--- src/rtl/imm_gen_if.sv ---
// Stream interface between the ID-stage sequencer and the immediate generator.
// Carries the instruction request channel and the immediate result channel.
interface imm_gen_if #(
   parameter int unsigned XLEN  = 32,
   parameter int unsigned TAG_W = 5
);
   // Request channel
   logic              in_valid;
   logic              in_ready;
   logic [31:0]       in_instr;
   logic [2:0]        in_imm_src;
   logic [TAG_W-1:0]  in_tag;

   // Result channel
   logic              out_valid;
   logic              out_ready;
   logic [XLEN-1:0]   out_imm;
   logic [TAG_W-1:0]  out_tag;
   logic              out_err;

   // Producer of instructions / consumer of immediates
   modport master (
      output in_valid, in_instr, in_imm_src, in_tag, out_ready,
      input  in_ready, out_valid, out_imm, out_tag, out_err
   );

   // Immediate generator side
   modport slave (
      input  in_valid, in_instr, in_imm_src, in_tag, out_ready,
      output in_ready, out_valid, out_imm, out_tag, out_err
   );
endinterface

--- src/rtl/imm_gen_pipe.sv ---
// Pipelined immediate generator: decodes all RV32I/RV64I immediate formats,
// extends to XLEN, and passes results through a registered output stage
// backed by a one-entry skid register so in_ready never depends on out_ready.
module imm_gen_pipe #(
   parameter int unsigned XLEN  = 32,
   parameter int unsigned TAG_W = 5,
   parameter int unsigned CNT_W = 8
) (
   input  logic              clk,
   input  logic              rst_n,
   imm_gen_if.slave          bus,
   input  logic              clr_err,
   output logic [CNT_W-1:0]  err_count
);

   // Only the two RISC-V base widths are supported
   generate
      if (!((XLEN == 32) || (XLEN == 64))) begin : g_bad_xlen
         $error("imm_gen_pipe: XLEN must be 32 or 64");
      end
   endgenerate

   localparam logic [2:0] SRC_I     = 3'd0;
   localparam logic [2:0] SRC_S     = 3'd1;
   localparam logic [2:0] SRC_B     = 3'd2;
   localparam logic [2:0] SRC_J     = 3'd3;
   localparam logic [2:0] SRC_U     = 3'd4;
   localparam logic [2:0] SRC_SHAMT = 3'd5;
   localparam logic [2:0] SRC_ZIMM  = 3'd6;

   typedef struct packed {
      logic [XLEN-1:0]  imm;
      logic [TAG_W-1:0] tag;
      logic             err;
   } payload_t;

   typedef enum logic [1:0] {
      EMPTY = 2'd0,
      ONE   = 2'd1,
      TWO   = 2'd2
   } state_t;

   state_t     state_q, state_d;
   logic       in_ready_q;
   logic       out_valid_q;
   payload_t   out_q, skid_q;
   payload_t   dec_c;
   logic       accept_c, drain_c;
   logic       load_out_in_c, load_out_skid_c, load_skid_c;
   logic       unused_instr_c;

   assign accept_c = bus.in_valid && in_ready_q;
   assign drain_c  = out_valid_q && bus.out_ready;

   // Opcode/rd-only bits never feed any immediate
   assign unused_instr_c = ^bus.in_instr[6:0];

   // Format decode and extension of the incoming instruction
   always_comb begin
      dec_c     = '0;
      dec_c.tag = bus.in_tag;
      case (bus.in_imm_src)
         SRC_I:     dec_c.imm = XLEN'($signed(bus.in_instr[31:20]));
         SRC_S:     dec_c.imm = XLEN'($signed({bus.in_instr[31:25], bus.in_instr[11:7]}));
         SRC_B:     dec_c.imm = XLEN'($signed({bus.in_instr[31], bus.in_instr[7],
                                               bus.in_instr[30:25], bus.in_instr[11:8], 1'b0}));
         SRC_J:     dec_c.imm = XLEN'($signed({bus.in_instr[31], bus.in_instr[19:12],
                                               bus.in_instr[20], bus.in_instr[30:21], 1'b0}));
         SRC_U:     dec_c.imm = XLEN'($signed({bus.in_instr[31:12], 12'b0}));
         SRC_SHAMT: dec_c.imm = (XLEN == 32) ? XLEN'(bus.in_instr[24:20])
                                             : XLEN'(bus.in_instr[25:20]);
         SRC_ZIMM:  dec_c.imm = XLEN'(bus.in_instr[19:15]);
         default:   dec_c.err = 1'b1;
      endcase
   end

   // Occupancy state and registered handshake flags
   always_ff @(posedge clk or negedge rst_n) begin
      if (!rst_n) begin
         state_q     <= EMPTY;
         in_ready_q  <= 1'b0;
         out_valid_q <= 1'b0;
      end else begin
         state_q     <= state_d;
         in_ready_q  <= (state_d != TWO);
         out_valid_q <= (state_d != EMPTY);
      end
   end

   // Next-state and datapath load selection
   always_comb begin
      state_d         = state_q;
      load_out_in_c   = 1'b0;
      load_out_skid_c = 1'b0;
      load_skid_c     = 1'b0;
      case (state_q)
         EMPTY: begin
            if (accept_c) begin
               load_out_in_c = 1'b1;
               state_d       = ONE;
            end
         end
         ONE: begin
            if (accept_c && drain_c) begin
               load_out_in_c = 1'b1;
            end else if (accept_c) begin
               load_skid_c = 1'b1;
               state_d     = TWO;
            end else if (drain_c) begin
               state_d = EMPTY;
            end
         end
         TWO: begin
            if (drain_c) begin
               load_out_skid_c = 1'b1;
               state_d         = ONE;
            end
         end
         default: state_d = EMPTY;
      endcase
   end

   // Output and skid payload registers
   always_ff @(posedge clk or negedge rst_n) begin
      if (!rst_n) begin
         out_q  <= '0;
         skid_q <= '0;
      end else begin
         if (load_out_in_c) begin
            out_q <= dec_c;
         end else if (load_out_skid_c) begin
            out_q <= skid_q;
         end
         if (load_skid_c) begin
            skid_q <= dec_c;
         end
      end
   end

   // Saturating count of accepted illegal selects; clear has priority
   always_ff @(posedge clk or negedge rst_n) begin
      if (!rst_n) begin
         err_count <= '0;
      end else if (clr_err) begin
         err_count <= '0;
      end else if (accept_c && dec_c.err && (err_count != {CNT_W{1'b1}})) begin
         err_count <= err_count + CNT_W'(1);
      end
   end

   assign bus.in_ready  = in_ready_q;
   assign bus.out_valid = out_valid_q;
   assign bus.out_imm   = out_q.imm;
   assign bus.out_tag   = out_q.tag;
   assign bus.out_err   = out_q.err;

endmodule
--- src/flat_wrapper.sv ---
// flat-port wrapper written by rule: the top's interface ports become plain ports
module imm_gen_pipe_flat 
#(
   parameter int unsigned XLEN  = 32,
   parameter int unsigned TAG_W = 5,
   parameter int unsigned CNT_W = 8
)
  (clk, rst_n, clr_err, err_count, bus_in_valid, bus_in_instr, bus_in_imm_src, bus_in_tag, bus_out_ready, bus_in_ready, bus_out_valid, bus_out_imm, bus_out_tag, bus_out_err);
  imm_gen_if #(.XLEN(XLEN), .TAG_W(TAG_W)) bus_i ();
  input  logic clk;
  input  logic rst_n;
  input  logic clr_err;
  output logic [CNT_W-1:0] err_count;
  input wire logic [$bits(bus_i.in_valid)-1:0] bus_in_valid;
  input wire logic [$bits(bus_i.in_instr)-1:0] bus_in_instr;
  input wire logic [$bits(bus_i.in_imm_src)-1:0] bus_in_imm_src;
  input wire logic [$bits(bus_i.in_tag)-1:0] bus_in_tag;
  input wire logic [$bits(bus_i.out_ready)-1:0] bus_out_ready;
  output wire logic [$bits(bus_i.in_ready)-1:0] bus_in_ready;
  output wire logic [$bits(bus_i.out_valid)-1:0] bus_out_valid;
  output wire logic [$bits(bus_i.out_imm)-1:0] bus_out_imm;
  output wire logic [$bits(bus_i.out_tag)-1:0] bus_out_tag;
  output wire logic [$bits(bus_i.out_err)-1:0] bus_out_err;
  assign bus_i.in_valid = bus_in_valid;
  assign bus_i.in_instr = bus_in_instr;
  assign bus_i.in_imm_src = bus_in_imm_src;
  assign bus_i.in_tag = bus_in_tag;
  assign bus_i.out_ready = bus_out_ready;
  assign bus_in_ready = bus_i.in_ready;
  assign bus_out_valid = bus_i.out_valid;
  assign bus_out_imm = bus_i.out_imm;
  assign bus_out_tag = bus_i.out_tag;
  assign bus_out_err = bus_i.out_err;
  imm_gen_pipe #(.XLEN(XLEN), .TAG_W(TAG_W), .CNT_W(CNT_W)) u_core (.clk(clk), .rst_n(rst_n), .bus(bus_i), .clr_err(clr_err), .err_count(err_count));
endmodule
--- config.mk ---
export PLATFORM = sky130hd
export DESIGN_NAME = imm_gen_pipe_flat
export DESIGN_NICKNAME = d
export VERILOG_FILES = /design/src/rtl/imm_gen_if.sv /design/src/rtl/imm_gen_pipe.sv /design/src/flat_wrapper.sv
export SDC_FILE = /design/constraint.sdc
export NUM_CORES = 1
export LEC_CHECK = 0
export BUFFER_PORTS_ARGS = -buffer_cell sky130_fd_sc_hd__buf_2
export CORE_ASPECT_RATIO = 2
export CORE_MARGIN = 4
export CORE_UTILIZATION = 36
export DETAILED_ROUTE_END_ITERATION = 8
export GPL_TIMING_DRIVEN = 0
export PLACE_DENSITY_LB_ADDON = 0.12
export SLEW_MARGIN = 20
export SYNTH_ARGS = -nofsm -noshare
export SYNTH_HDL_FRONTEND = slang
export SYNTH_SLANG_ARGS = --single-unit
--- constraint.sdc ---
create_clock -name clk -period 1.62 [get_ports clk]
set_input_delay 0.162 -clock clk [delete_from_list [all_inputs] [get_ports clk]]
set_output_delay 0.162 -clock clk [all_outputs]
set_load 0.01 [all_outputs]
## Word-level counts from Yosys, hierarchy flattened

Index checks and enable logic that the tools add are counted.
W data, S select, Z words.

| cells by class | value |
|---|---|
| reductions and logical operators | 11 |
| muxes and demuxes | 19 |
| add/sub/neg operators | 1 |
| equality and inequality tests | 10 |

Operators with widths:

| kind | count |
|---|---|
| $pmux W32 S7 | 1 |
| $mux W38 | 2 |
| $mux W8 | 2 |
| $mux W2 | 5 |
| $eq A3 B3 Y1 const B | 3 |
| $add A8 B1 Y8 const B | 1 |
| $ne A8 B8 Y1 const B | 1 |
| $mux W1 | 7 |
| $reduce_or A7 Y1 | 1 |
| $eq A3 B2 Y1 const B | 2 |
| $pmux W2 S3 | 1 |
| $reduce_bool A2 Y1 | 3 |
| $logic_and A1 B1 Y1 | 5 |
| $eq A3 B1 Y1 const B | 1 |
| $logic_not A3 Y1 | 1 |
| $eq A2 B1 Y1 const B | 1 |
| $eq A2 B2 Y1 const B | 1 |
| $logic_not A2 Y1 | 1 |
| $ne A2 B2 Y1 const B | 1 |
| $pmux W1 S2 | 1 |

| word-level totals | value |
|---|---|
| word-level logic and storage cells | 51 |
| output and inout bits | 48 |
| input port bits | 45 |
| register bits | 88 |

## Depth between registers and ports, before layout

Gate-level depths: netlist (run 1).

| logic depth | value |
|---|---|
| word-level depth | 7 |
| gate-level depth with buffers | 6 |
| depth with buffers taken out | 5 |

## Worst setup path after synthesis (run 1)

OpenSTA, ideal clock, no wires.

| timing path | value |
|---|---|
| kind | register to register |
| start | register u_core.err_count[3] |
| end | register u_core.err_count[5] |
| library setup time | 128 ps |
| path slack | 53 ps |
| stages on the path, launching flop included | 5 |
| arrival time | 1,440 ps |
| path buffers | 0 |
| period minus slack after synthesis | 1,567 ps |
| cell sequence | dfrtp_1 > nand3_1 > or2_1 > a2111oi_4 > mux2_1 |

| between the ends | value |
|---|---|
| cells in the longest elaborated chain, start to end | 3 |

RTL lines:

| item | line | RTL |
|---|---|---|
| from (decl) | imm_gen_pipe.sv:13 | `output logic [CNT_W-1:0] err_count` |
| from (signal assigned) | imm_gen_pipe.sv:147 | `err_count <= err_count + CNT_W'(1);` |
| $add A8 B1 Y8 / $ne A8 B8 Y1 (equally long branches) | imm_gen_pipe.sv:147, imm_gen_pipe.sv:146 |  |
| $mux W8 / $logic_and A1 B1 Y1 (equally long branches) | imm_gen_pipe.sv:146 | `end else if (accept_c && dec_c.err && (err_count != {CNT_W{1'b1}})) begin` |
| $mux W8 / $reduce_bool A2 Y1 (equally long branches) | -- |  |

Parallel ways exist; a longest one is shown, timed or not. The select of a mux whose other input is x is not followed.
A chain may end at the register's enable or synchronous reset.

## Worst setup path in the final report (run 1)

| timing path | value |
|---|---|
| start | register u_core.in_ready_q, in the netlist u_core.bus.in_ready |
| end | register u_core.out_q, in the netlist u_core.bus.out_imm[10] |

| between the ends | value |
|---|---|
| cells in the longest elaborated chain, start to end | 5 |

RTL lines:

| item | line | RTL |
|---|---|---|
| from (decl) | imm_gen_pipe.sv:44 | `logic in_ready_q;` |
| from (signal assigned) | imm_gen_pipe.sv:85 | `in_ready_q <= (state_d != TWO);` |
| $logic_and A1 B1 Y1 (*) | imm_gen_pipe.sv:52 | `assign accept_c = bus.in_valid && in_ready_q;` |
| $logic_and A1 B1 Y1 | imm_gen_pipe.sv:104 | `if (accept_c && drain_c) begin` |
| $mux W1 | imm_gen_pipe.sv:104 |  |
| $pmux W1 S2 (*) | imm_gen_pipe.sv:96 | `case (state_q)` |
| $mux W38 / $reduce_bool A2 Y1 (equally long branches) | -- |  |
| to (signal assigned) | imm_gen_pipe.sv:132 | `out_q <= skid_q;` |
| to (decl) | imm_gen_pipe.sv:46 | `payload_t out_q, skid_q;` |

Every way passes the cells marked *; elsewhere a longest branch is shown, timed or not.

==> results of run 1 <==
## cells in the final DEF, fill, tap and decap left out, drive strengths merged, types with 2 or more instances in the layout
| master | n |
|---|---|
| a211oi | 7 |
| a21o | 5 |
| a21oi | 35 |
| a221o | 8 |
| a22oi | 24 |
| a31oi | 3 |
| and2 | 8 |
| buf | 110 |
| clkbuf | 25 |
| dfrtp | 88 |
| inv | 4 |
| mux2 | 16 |
| mux2i | 13 |
| nand2 | 45 |
| nand2b | 10 |
| nand3 | 4 |
| nor2 | 19 |
| nor2b | 15 |
| nor3 | 5 |
| nor4 | 2 |
| o21ai | 44 |
| o22a | 8 |
| o31ai | 2 |
| or2 | 2 |
## cells by family (layout without fill, tap and decap cells)
family | Yosys count | in the layout | share of synthesized area
mux | 29 | 29 | 0.07414
buf+inv | 35 | 143 | 0.03827
fa+ha+maj | 1 | 1 | 0.002989
simple gates | 113 | 113 | 0.1342
xor+xnor | 1 | 1 | 0.003887
flops | 88 | 88 | 0.5262
compound gates | 142 | 142 | 0.2203
## critical path, delay by kind of cell, from the launching register on
kind                   cells  cell delay (ns)
AO/OA/AOI/OAI              2             0.76
flip-flops                 1             0.41
buffers and inverters      1             0.15
AND/OR/NAND/NOR            1             0.12
## what timing repair did
item,CTS,global route
buffers inserted,0,7
setup endpoints to repair,52,57
endpoints found under the hold margin,29,0
hold buffers,1,0
gates resized for setup,32,32
pin swaps,1,2
cloned,1,0
## routing by layer
| metal | share of wire | track usage | up-vias | wire [um] |
|---|---|---|---|---|
| met5 | 0 | 0 | - | 0 |
| met4 | 0.036 | 0.09224 | 0 | 446 |
| met3 | 0.045 | 0.03645 | 27 | 548 |
| met2 | 0.52 | 0.3277 | 111 | 6378 |
| met1 | 0.40 | 0.2169 | 1721 | 4872 |
| li1 | - | - | 1674 | - |
## cells in the mapped netlist (4+ instances only)
cell type	count	share of area
mux2_2	6	0.016
nand2b_1	10	0.015
nor3_1	4	0.0048
a211oi_1	7	0.013
a22oi_1	24	0.043
a221o_1	8	0.019
a21oi_1	35	0.042
o21ai_1	25	0.030
clkbuf_1	13	0.012
nand2_1	45	0.040
nor2b_1	15	0.022
buf_2	14	0.017
mux2i_1	13	0.031
and2_1	8	0.012
dfrtp_1	88	0.53
o21ai_0	19	0.023
o22a_1	8	0.017
mux2_1	10	0.027
a21o_1	5	0.0090
nor2_1	19	0.017
## cell type report
type	count	share of cell area
sequential	88	0.4115
clock inverter	3	0.007931
tap	142	0.03312
timing repair buffer	93	0.09750
buffer	31	0.04409
multi-input combinational	286	0.3571
clock buffer	12	0.04595
inverter	4	0.002799
## power by group through the flow
| stage | logic [W] | clock network (W) | registers, W |
|---|---|---|---|
| after floorplan | 0.00162 | 0 | 0.00376 |
| after global placement | 0.00291 | 0 | 0.00363 |
| after detailed placement | 0.00298 | 0 | 0.00365 |
| after CTS | 0.00318 | 0.00210 | 0.00363 |
| after global routing | 0.00370 | 0.00220 | 0.00375 |
| final | 0.00331 | 0.00208 | 0.00363 |
## how the worst max path moves through the flow
stage	end	cells past startpoint	slack, ns
after floorplan	u_core.err_count[5]	4	0.05
after global placement	u_core.skid_q[7]	1	-0.46
after detailed placement	u_core.bus.out_imm[15]	5	-0.29
after CTS	u_core.bus.out_imm[19]	5	0.001
after global routing	u_core.skid_q[4]	5	-0.005
final	u_core.bus.out_imm[10]	4	0.06
## state kept, by name, summed over array words and instances, names as in the netlist
| signal | flops |
|---|---|
| u_core.bus.out_tag | 5 |
| u_core.state_q | 2 |
| u_core.bus.in_ready | 1 |
| u_core.skid_q | 38 |
| u_core.err_count | 8 |
| u_core.bus.out_valid | 1 |
| u_core.bus.out_imm | 32 |
| u_core.bus.out_err | 1 |
## through the flow
stage,utilization,hold slack [ns]
after floorplan,-,-0.1336
after global placement,0.4208,0.3965
after detailed placement,0.4238,0.06466
after CTS,0.4590,0.04192
after global routing,0.4724,0.05504
final,0.4724,0.04788
==> impl_metrics.py, run 1 <==
metrics = {
    "global_route": {
        "grt_usage": 0.1881,
        "gr-total-overflow": 0,
        "antenna_found_initial": 0,
        "grt_max_degree": 60,
        "grt_pass1_vias": 3694,
        "grt_first_pass_wirelength_um": 19900,
    },
    "floorplanning": {
        "die_x_um": 84.24,
        "core_sq_um": 11350,
        "initial_core_util": 0.3686,
        "die_h_um": 160.5,
        "io_pins": 93,
        "die_area_sq_um": 13520,
        "fp-row-count": 55,
    },
    "critical_path": {
        "cp.required_ns": 1.85,
        "path_cells": "nand2_2 -> o32a_4 -> buf_6 -> a221o_1",
        "worstReg2RegEnd": "u_core.bus.out_imm[10]",
        "cpMaxStageDelayCell": "o32a_4",
        "rr_startpoint": "u_core.bus.in_ready",
        "cp.arrival_ns": 1.79,
        "cp_max_fo": 6,
        "endpoint_kind": "flop",
        "reg2reg_setup_slack_ns": 0.06,
        "r2r_cells": 4,
        "critPathKind": "reg2reg",
        "start_kind": "flop",
        "cpPeakStageDelay_ns": 0.42,
        "worstSetupStartpoint": "u_core.bus.in_ready",
    },
    "logic_synthesis": {
        "ys.flop_type": "dfrtp_1",
        "yosys.cell_types.count": 42,
        "ys.warnings.count": 0,
        "synthCells": 409,
        "synthesis.nets": 455,
        "async_reset_ff_frac": 1.000,
        "synth_enable_flop_cells": 0,
        "synthesis.area_sq_um": 4185,
        "syn_avg_cell_area_sq_um": 10.23,
        "ys_seq_area_frac": 0.5262,
        "ys_ff_latch": 88,
    },
    "clock_network": {
        "clock_latency_ns": 0.34,
        "htree_levels": 3,
        "clockBufferDepth": 2,
        "cts_sinks": 88,
        "clock_tree.root_cell": "clkbuf_16",
        "cts_tree": "built",
        "cts_buffers": 9,
        "path_clk_slew_ns": 0.06,
    },
    "route": {
        "routed_wl_um": 12250,
        "avgRoutedWirePerCell_um": 18.58,
        "postRouteAntennaNets": 0,
        "dr.first_iter.drc_count": 234,
        "drc": 0,
        "vias_per_cell": 5.361,
        "num_vias": 3533,
        "dr.pass1.iters": 4,
    },
    "placed_design": {
        "io_buffers": 83,
        "hpwl_um": 9039,
        "dp_cells": 635,
        "place_ws_ns": -0.2874,
        "placed_cell_area_sq_um": 4812,
        "place_congestion": 0.8034,
    },
    "timing": {
        "slew_headroom": 0.5346,
        "clock.fmax_mhz": 639.3,
        "period_share": 0.9655,
        "finalClockSkew_ns": 0.005973,
        "tightest_slew_ns": 0.6943,
        "fin_tns_setup_ns": 0,
        "hold_viol": 0,
        "final.min_clock_period_ns": 1.564,
        "setup_viol": 0,
        "slew_viol_final": 0,
        "finalWorstSetupSlack_ns": 0.05582,
    },
    "layout": {
        "n_antenna_cell": 0,
        "nFillCells": 1095,
        "drive_above_1_share": 0.3095,
        "stdcell_area_sq_um": 5364,
        "multiInputGateArea_sq_um": 1916,
        "instances_no_fill": 659,
        "nets": 559,
        "regArea_sq_um": 2207,
        "syn_to_final_growth_pct": 28.16,
    },
    "pwr": {
        "cellPowerDensity_nw_per_um2": 1682,
        "p_seq_frac": 0.402,
        "p_comb_frac": 0.368,
        "vdd_ir_drop_max_uv": 744.0,
        "p_leak_nw": 2.488,
        "p_int_w": 0.005870,
        "switchingPower_w": 0.003150,
        "power_w": 0.009020,
        "swShare": 0.3492,
        "clockPowerShare": 0.230,
    },
    "outcome": {
        "run_status": "finished clean",
    },
    "min_path": {
        "hold_path_depth": 2,
        "hp-start": "bus_in_tag[4]",
        "holdPathEnd": "u_core.skid_q[5]",
        "hp-class": "in2reg",
    },
    "run": {
        "max_cap_violations": 0,
    },
}
Power figures use the tool's default switching activity.
==> inputs of run 2 (changes only) <==
RECOVER_POWER = 100   (was default)
SETUP_SLACK_MARGIN = 0.02   (was default)
==> run 2 against run 1 <==
  * Power decreased by 1.2%
  * Highest routed layer unchanged
  * Combinational power decreased by 3%
  * Sequential share of layout area up 0.36 points
  * Sequential power is essentially flat
  * Core utilization down 0.44 points
  * Count of clock-buffer cells in the layout stayed put
  * Die area stayed put
  * First-iteration DRC count is 6.0% higher
  * Final cell count up 0.46%
  * Design area decreased by 0.93%
==> impl_metrics.py, run 2 (synthesis results as in run 1) <==
metrics = {
    "min_path": {
        "hp-class": "in2reg",
    },
    "route": {
        "avgRoutedWirePerCell_um": 18.64,
        "dr.pass1.iters": 4,
        "drc": 0,
        "routed_wl_um": 12340,
        "num_vias": 3588,
        "vias_per_cell": 5.420,
        "postRouteAntennaNets": 0,
        "dr.first_iter.drc_count": 248,
    },
    "clock_network": {
        "cts_sinks": 88,
        "path_clk_slew_ns": 0.06,
        "clock_tree.root_cell": "clkbuf_16",
        "cts_tree": "built",
        "clock_latency_ns": 0.34,
        "clockBufferDepth": 2,
        "htree_levels": 3,
        "cts_buffers": 9,
    },
    "layout": {
        "stdcell_area_sq_um": 5314,
        "n_antenna_cell": 0,
        "utilization": 0.4680,
        "multiInputGateArea_sq_um": 1912,
        "nets": 562,
        "final_common_cell": "dfrtp_1",
        "largest_reg_flops": 38,
        "syn_to_final_growth_pct": 26.97,
        "regArea_sq_um": 2206,
        "layout_common_cells": "85 x dfrtp_1, 54 x clkbuf_1, 44 x nand2_1",
        "nFillCells": 1130,
        "regMostFlops": "u_core.skid_q",
        "drive_above_1_share": 0.2250,
    },
    "pwr": {
        "p_leak_nw": 2.341,
        "power_w": 0.008910,
        "switchingPower_w": 0.003163,
        "vdd_ir_drop_max_uv": 709.7,
        "cellPowerDensity_nw_per_um2": 1677,
        "p_seq_frac": 0.408,
        "clockPowerShare": 0.232,
        "p_int_w": 0.005748,
        "swShare": 0.3549,
        "p_comb_frac": 0.359,
    },
    "global_route": {
        "grt_first_pass_wirelength_um": 20040,
        "grt_max_degree": 60,
        "antenna_found_initial": 0,
        "grt_pass1_vias": 3737,
        "gr-total-overflow": 0,
        "grt_usage": 0.1894,
    },
    "critical_path": {
        "cp.required_ns": 1.85,
        "start_kind": "flop",
        "crit_family": "compound AO/OA/AOI/OAI gates",
        "cpPeakStageDelay_ns": 0.41,
        "cp.arrival_ns": 1.79,
        "critPathKind": "reg2reg",
        "critical_path_buf_inv_count": 1,
        "path_cells": "a21boi_4 -> o32a_4 -> buf_6 -> a221o_1",
        "endpoint_kind": "flop",
        "cp_max_fo": 6,
        "cpMaxStageDelayCell": "o32a_4",
    },
    "floorplanning": {
        "io_pins": 93,
        "die_x_um": 84.24,
        "initial_core_util": 0.3686,
        "fp-row-count": 55,
        "die_h_um": 160.5,
        "core_sq_um": 11350,
        "die_area_sq_um": 13520,
    },
    "timing": {
        "clock.fmax_mhz": 640.0,
        "fin_tns_setup_ns": 0,
        "slew_headroom": 0.4415,
        "tightest_slew_ns": 0.8378,
        "rsz0062_at_grt": "no",
        "period_share": 0.9644,
        "hold_slack_ns": 0.05117,
        "final.min_clock_period_ns": 1.562,
        "slew_viol_final": 0,
        "hold_viol": 0,
        "finalClockSkew_ns": 0.003689,
        "setup_viol": 0,
    },
    "placed_design": {
        "placed_cell_area_sq_um": 4812,
        "place_congestion": 0.8034,
        "io_buffers": 83,
        "hpwl_um": 9039,
    },
    "run": {
        "max_cap_violations": 0,
    },
    "outcome": {
        "run_status": "finished clean",
    },
}
==> run 2: cell count changes in the layout (fill, tap and decap cells not counted), moves of 2 or more <==
| cell | change |
|---|---|
| buf_2 | -46 |
| o21ai_0 | +12 |
| clkbuf_1 | +45 |
| buf_4 | -3 |
| clkbuf_4 | +6 |
| clkbuf_2 | +3 |
| o21ai_1 | -12 |
| buf_8 | -2 |
==> run 2: stage by stage <==
stage,worst slack [ns],cells
global placement,-0.4559,634
floorplan,0.05255,409
detailed placement,-0.2874,635
finish,0.05762,662
CTS,0.01714,657
global route,0.01145,662
==> run 2: repair_timing <==
| item | in CTS | in global routing |
|---|---|---|
| setup buffers | 5 | 5 |
| hold buffers | 1 | 0 |
| endpoints found under the setup margin | 61 | 59 |
| resized for setup | 34 | 30 |
| endpoints found under the hold margin | 29 | 0 |
| pin swaps | 1 | 5 |
| gates cloned | 1 | 0 |
==> run 2: final timing paths <==
check | startpoint | end | slack (ns) | cells after the start
setup / recovery | u_core.state_q[0] | u_core.bus.out_imm[6] | 0.06 | 4
hold / removal | bus_in_tag[2] | u_core.skid_q[3] | 0.05 | 2
setup reg to reg | u_core.state_q[0] | u_core.bus.out_imm[6] | 0.06 | 4
hold reg to reg | u_core.bus.out_tag[0] | u_core.bus.out_tag[0] | 0.47 | 2
max in group asynchronous | rst_n | u_core.bus.in_ready | 0.36 | 3
min in group asynchronous | rst_n | u_core.bus.out_imm[6] | 0.46 | 2
==> run 2: area by class of cell <==
cell class	count	share of cell area
multi-input cells	286	0.3598
repair buffers	96	0.09042
clock inverters	3	0.008006
flip-flops and latches	88	0.4151
plain buffers	31	0.04403
clock buffers	12	0.04639
inverters	4	0.002826
well taps	142	0.03344
==> run 2: per-layer routing <==
layer  GRT usage  vias to the layer above  wire length (um)
li1            -                     1688                 -
met1      0.2172                     1768              4836
met5           0                        -                 0
met3     0.03645                       25               565
met4     0.08931                        0               410
met2      0.3335                      107              6530
==> run 2: power groups by stage <==
stage | logic, W | clock network [W] | registers, W
after floorplan | 0.00162 | 0 | 0.00376
after global placement | 0.00291 | 0 | 0.00363
after detailed placement | 0.00298 | 0 | 0.00365
after CTS | 0.00329 | 0.00210 | 0.00361
after global routing | 0.00358 | 0.00220 | 0.00375
final | 0.00320 | 0.00207 | 0.00364
==> inputs of run 3 (changes only) <==
BUFFER_PORTS_ARGS = -buffer_cell sky130_fd_sc_hd__buf_4   (was -buffer_cell sky130_fd_sc_hd__buf_2)
CORE_MARGIN = default   (was 4)
clock period = 1.4 ns   (was 1.62 ns; I/O delays follow)
==> run 3 against run 2 <==
  * The run now ends with setup timing left
  * Combinational power grew 63%
  * Register-to-register slack got worse by 0.24 ns
  * Largest power group is now combinational logic
  * Die area is 11% lower
  * Final cell count up 4.1%
==> impl_metrics.py, run 3 (synthesis results as in run 1) <==
metrics = {
    "outcome": {
        "run_status": "finished with violations",
        "violations": "setup timing",
    },
    "placed_design": {
        "place_congestion": 0.8046,
        "placed_cell_area_sq_um": 5110,
        "hpwl_um": 8718,
        "io_buffers": 83,
    },
    "pwr": {
        "power_w": 0.01207,
        "p_leak_nw": 2.768,
        "vdd_ir_drop_max_uv": 796.4,
        "cellPowerDensity_nw_per_um2": 1913,
    },
    "global_route": {
        "gr-total-overflow": 0,
        "grt_max_degree": 89,
        "grt_usage": 0.2234,
        "grt_pass1_vias": 3882,
        "grt_first_pass_wirelength_um": 20670,
        "antenna_found_initial": 0,
    },
    "min_path": {
        "hp-class": "in2reg",
    },
    "floorplanning": {
        "core_sq_um": 11290,
        "fp-row-count": 55,
        "die_x_um": 78.24,
        "io_pins": 93,
        "initial_core_util": 0.3708,
        "die_area_sq_um": 12090,
        "die_h_um": 154.5,
    },
    "clock_network": {
        "cts_sinks": 88,
        "clock_tree.root_cell": "clkbuf_16",
        "clock_latency_ns": 0.34,
        "htree_levels": 3,
        "cts_buffers": 9,
        "cts_tree": "built",
        "path_clk_slew_ns": 0.06,
        "clockBufferDepth": 2,
    },
    "critical_path": {
        "cp.arrival_ns": 1.81,
        "cp_max_fo": 5,
        "endpoint_kind": "flop",
        "reg2reg_setup_slack_ns": -0.18,
        "cp.required_ns": 1.63,
        "critPathKind": "reg2reg",
        "start_kind": "flop",
    },
    "layout": {
        "nets": 590,
        "final_common_cell": "dfrtp_1",
        "nFillCells": 1052,
        "syn_to_final_growth_pct": 50.67,
        "drive_above_1_share": 0.4186,
        "largest_reg_flops": 38,
        "stdcell_area_sq_um": 6306,
        "n_antenna_cell": 0,
        "layout_common_cells": "81 x dfrtp_1, 68 x buf_4, 45 x clkbuf_1",
        "utilization": 0.5588,
        "regMostFlops": "u_core.skid_q",
    },
    "timing": {
        "slew_viol_final": 0,
        "finalClockSkew_ns": 0.004584,
        "rsz0062_at_grt": "yes",
        "slew_headroom": 0.4456,
        "period_share": 1.130,
        "finalWorstSetupSlack_ns": -0.1823,
        "clock.fmax_mhz": 632.0,
        "hold_slack_ns": 0.03378,
        "hold_viol": 0,
        "setup_viol": 73,
        "tightest_slew_ns": 0.8315,
        "fin_tns_setup_ns": -6.130,
        "final.min_clock_period_ns": 1.582,
    },
    "route": {
        "routed_wl_um": 13460,
        "postRouteAntennaNets": 0,
        "num_vias": 3753,
        "dr.first_iter.drc_count": 248,
        "avgRoutedWirePerCell_um": 19.54,
        "drc": 0,
        "dr.pass1.iters": 4,
        "vias_per_cell": 5.447,
    },
    "run": {
        "max_cap_violations": 0,
    },
}
[run 3: area by class of cell]
cell class | count | area, sq um | share of cell area
plain buffers | 30 | 337.8 | 0.05357
clock inverters | 3 | 42.54 | 0.006746
flip-flops and latches | 88 | 2211 | 0.3506
inverters | 4 | 15.01 | 0.002381
clock buffers | 11 | 252.7 | 0.04008
multi-input cells | 286 | 2265 | 0.3591
repair buffers | 125 | 1005 | 0.1593
well taps | 142 | 177.7 | 0.02817
[run 3: worst max-delay path, cell delays in order, from the launching register on]
cell and delay, ns:
dfrtp_1 0.41, a21boi_4 0.18, o32a_4 0.38, buf_6 0.16
a22o_1 0.18, a21o_1 0.15
[run 3: final timing paths]
check / to / from / cells past startpoint
worst min-delay path: u_core.bus.out_tag[3] / bus_in_tag[3] / 3
min in group asynchronous: u_core.bus.out_imm[6] / rst_n / 2
worst max register to register: u_core.bus.out_imm[0] / u_core.state_q[0] / 5
worst min register to register: u_core.bus.out_tag[2] / u_core.bus.out_tag[2] / 2
worst max-delay path: u_core.bus.out_imm[0] / u_core.state_q[0] / 5
max in group asynchronous: u_core.bus.in_ready / rst_n / 2
[run 3: layer usage]
layer,share of wire,vias to the layer above,global-route usage
met2,0.54,98,0.4064
met3,0.040,33,0.04248
met4,0.041,0,0.09524
met5,0,-,0
met1,0.38,1875,0.2483
li1,-,1747,-
[run 3: timing repair]
item                                    in CTS  in global routing
cloned                                       3                  7
hold endpoints to repair                     0                 88
buffers inserted                            28                  4
resized for setup                          102                 76
endpoints found under the setup margin      84                 84
pin swaps                                   20                 36
hold buffers                                 0                  1
[run 3: where the power goes]
group          switching, W  leakage, nW  internal, W
Clock              0.000983        0.143      0.00146
Combinational       0.00252         1.51      0.00270
Sequential         0.000800         1.12      0.00360
Total               0.00430         2.77      0.00776
[run 3: per-stage QoR]
stage	instances	setup WS (ns)
2_1_floorplan	409	-0.06521
3_3_place_gp	634	-0.4255
3_5_place_dp	634	-0.4501
4_1_cts	679	-0.1488
5_1_grt	689	-0.2070
6_report	689	-0.1823
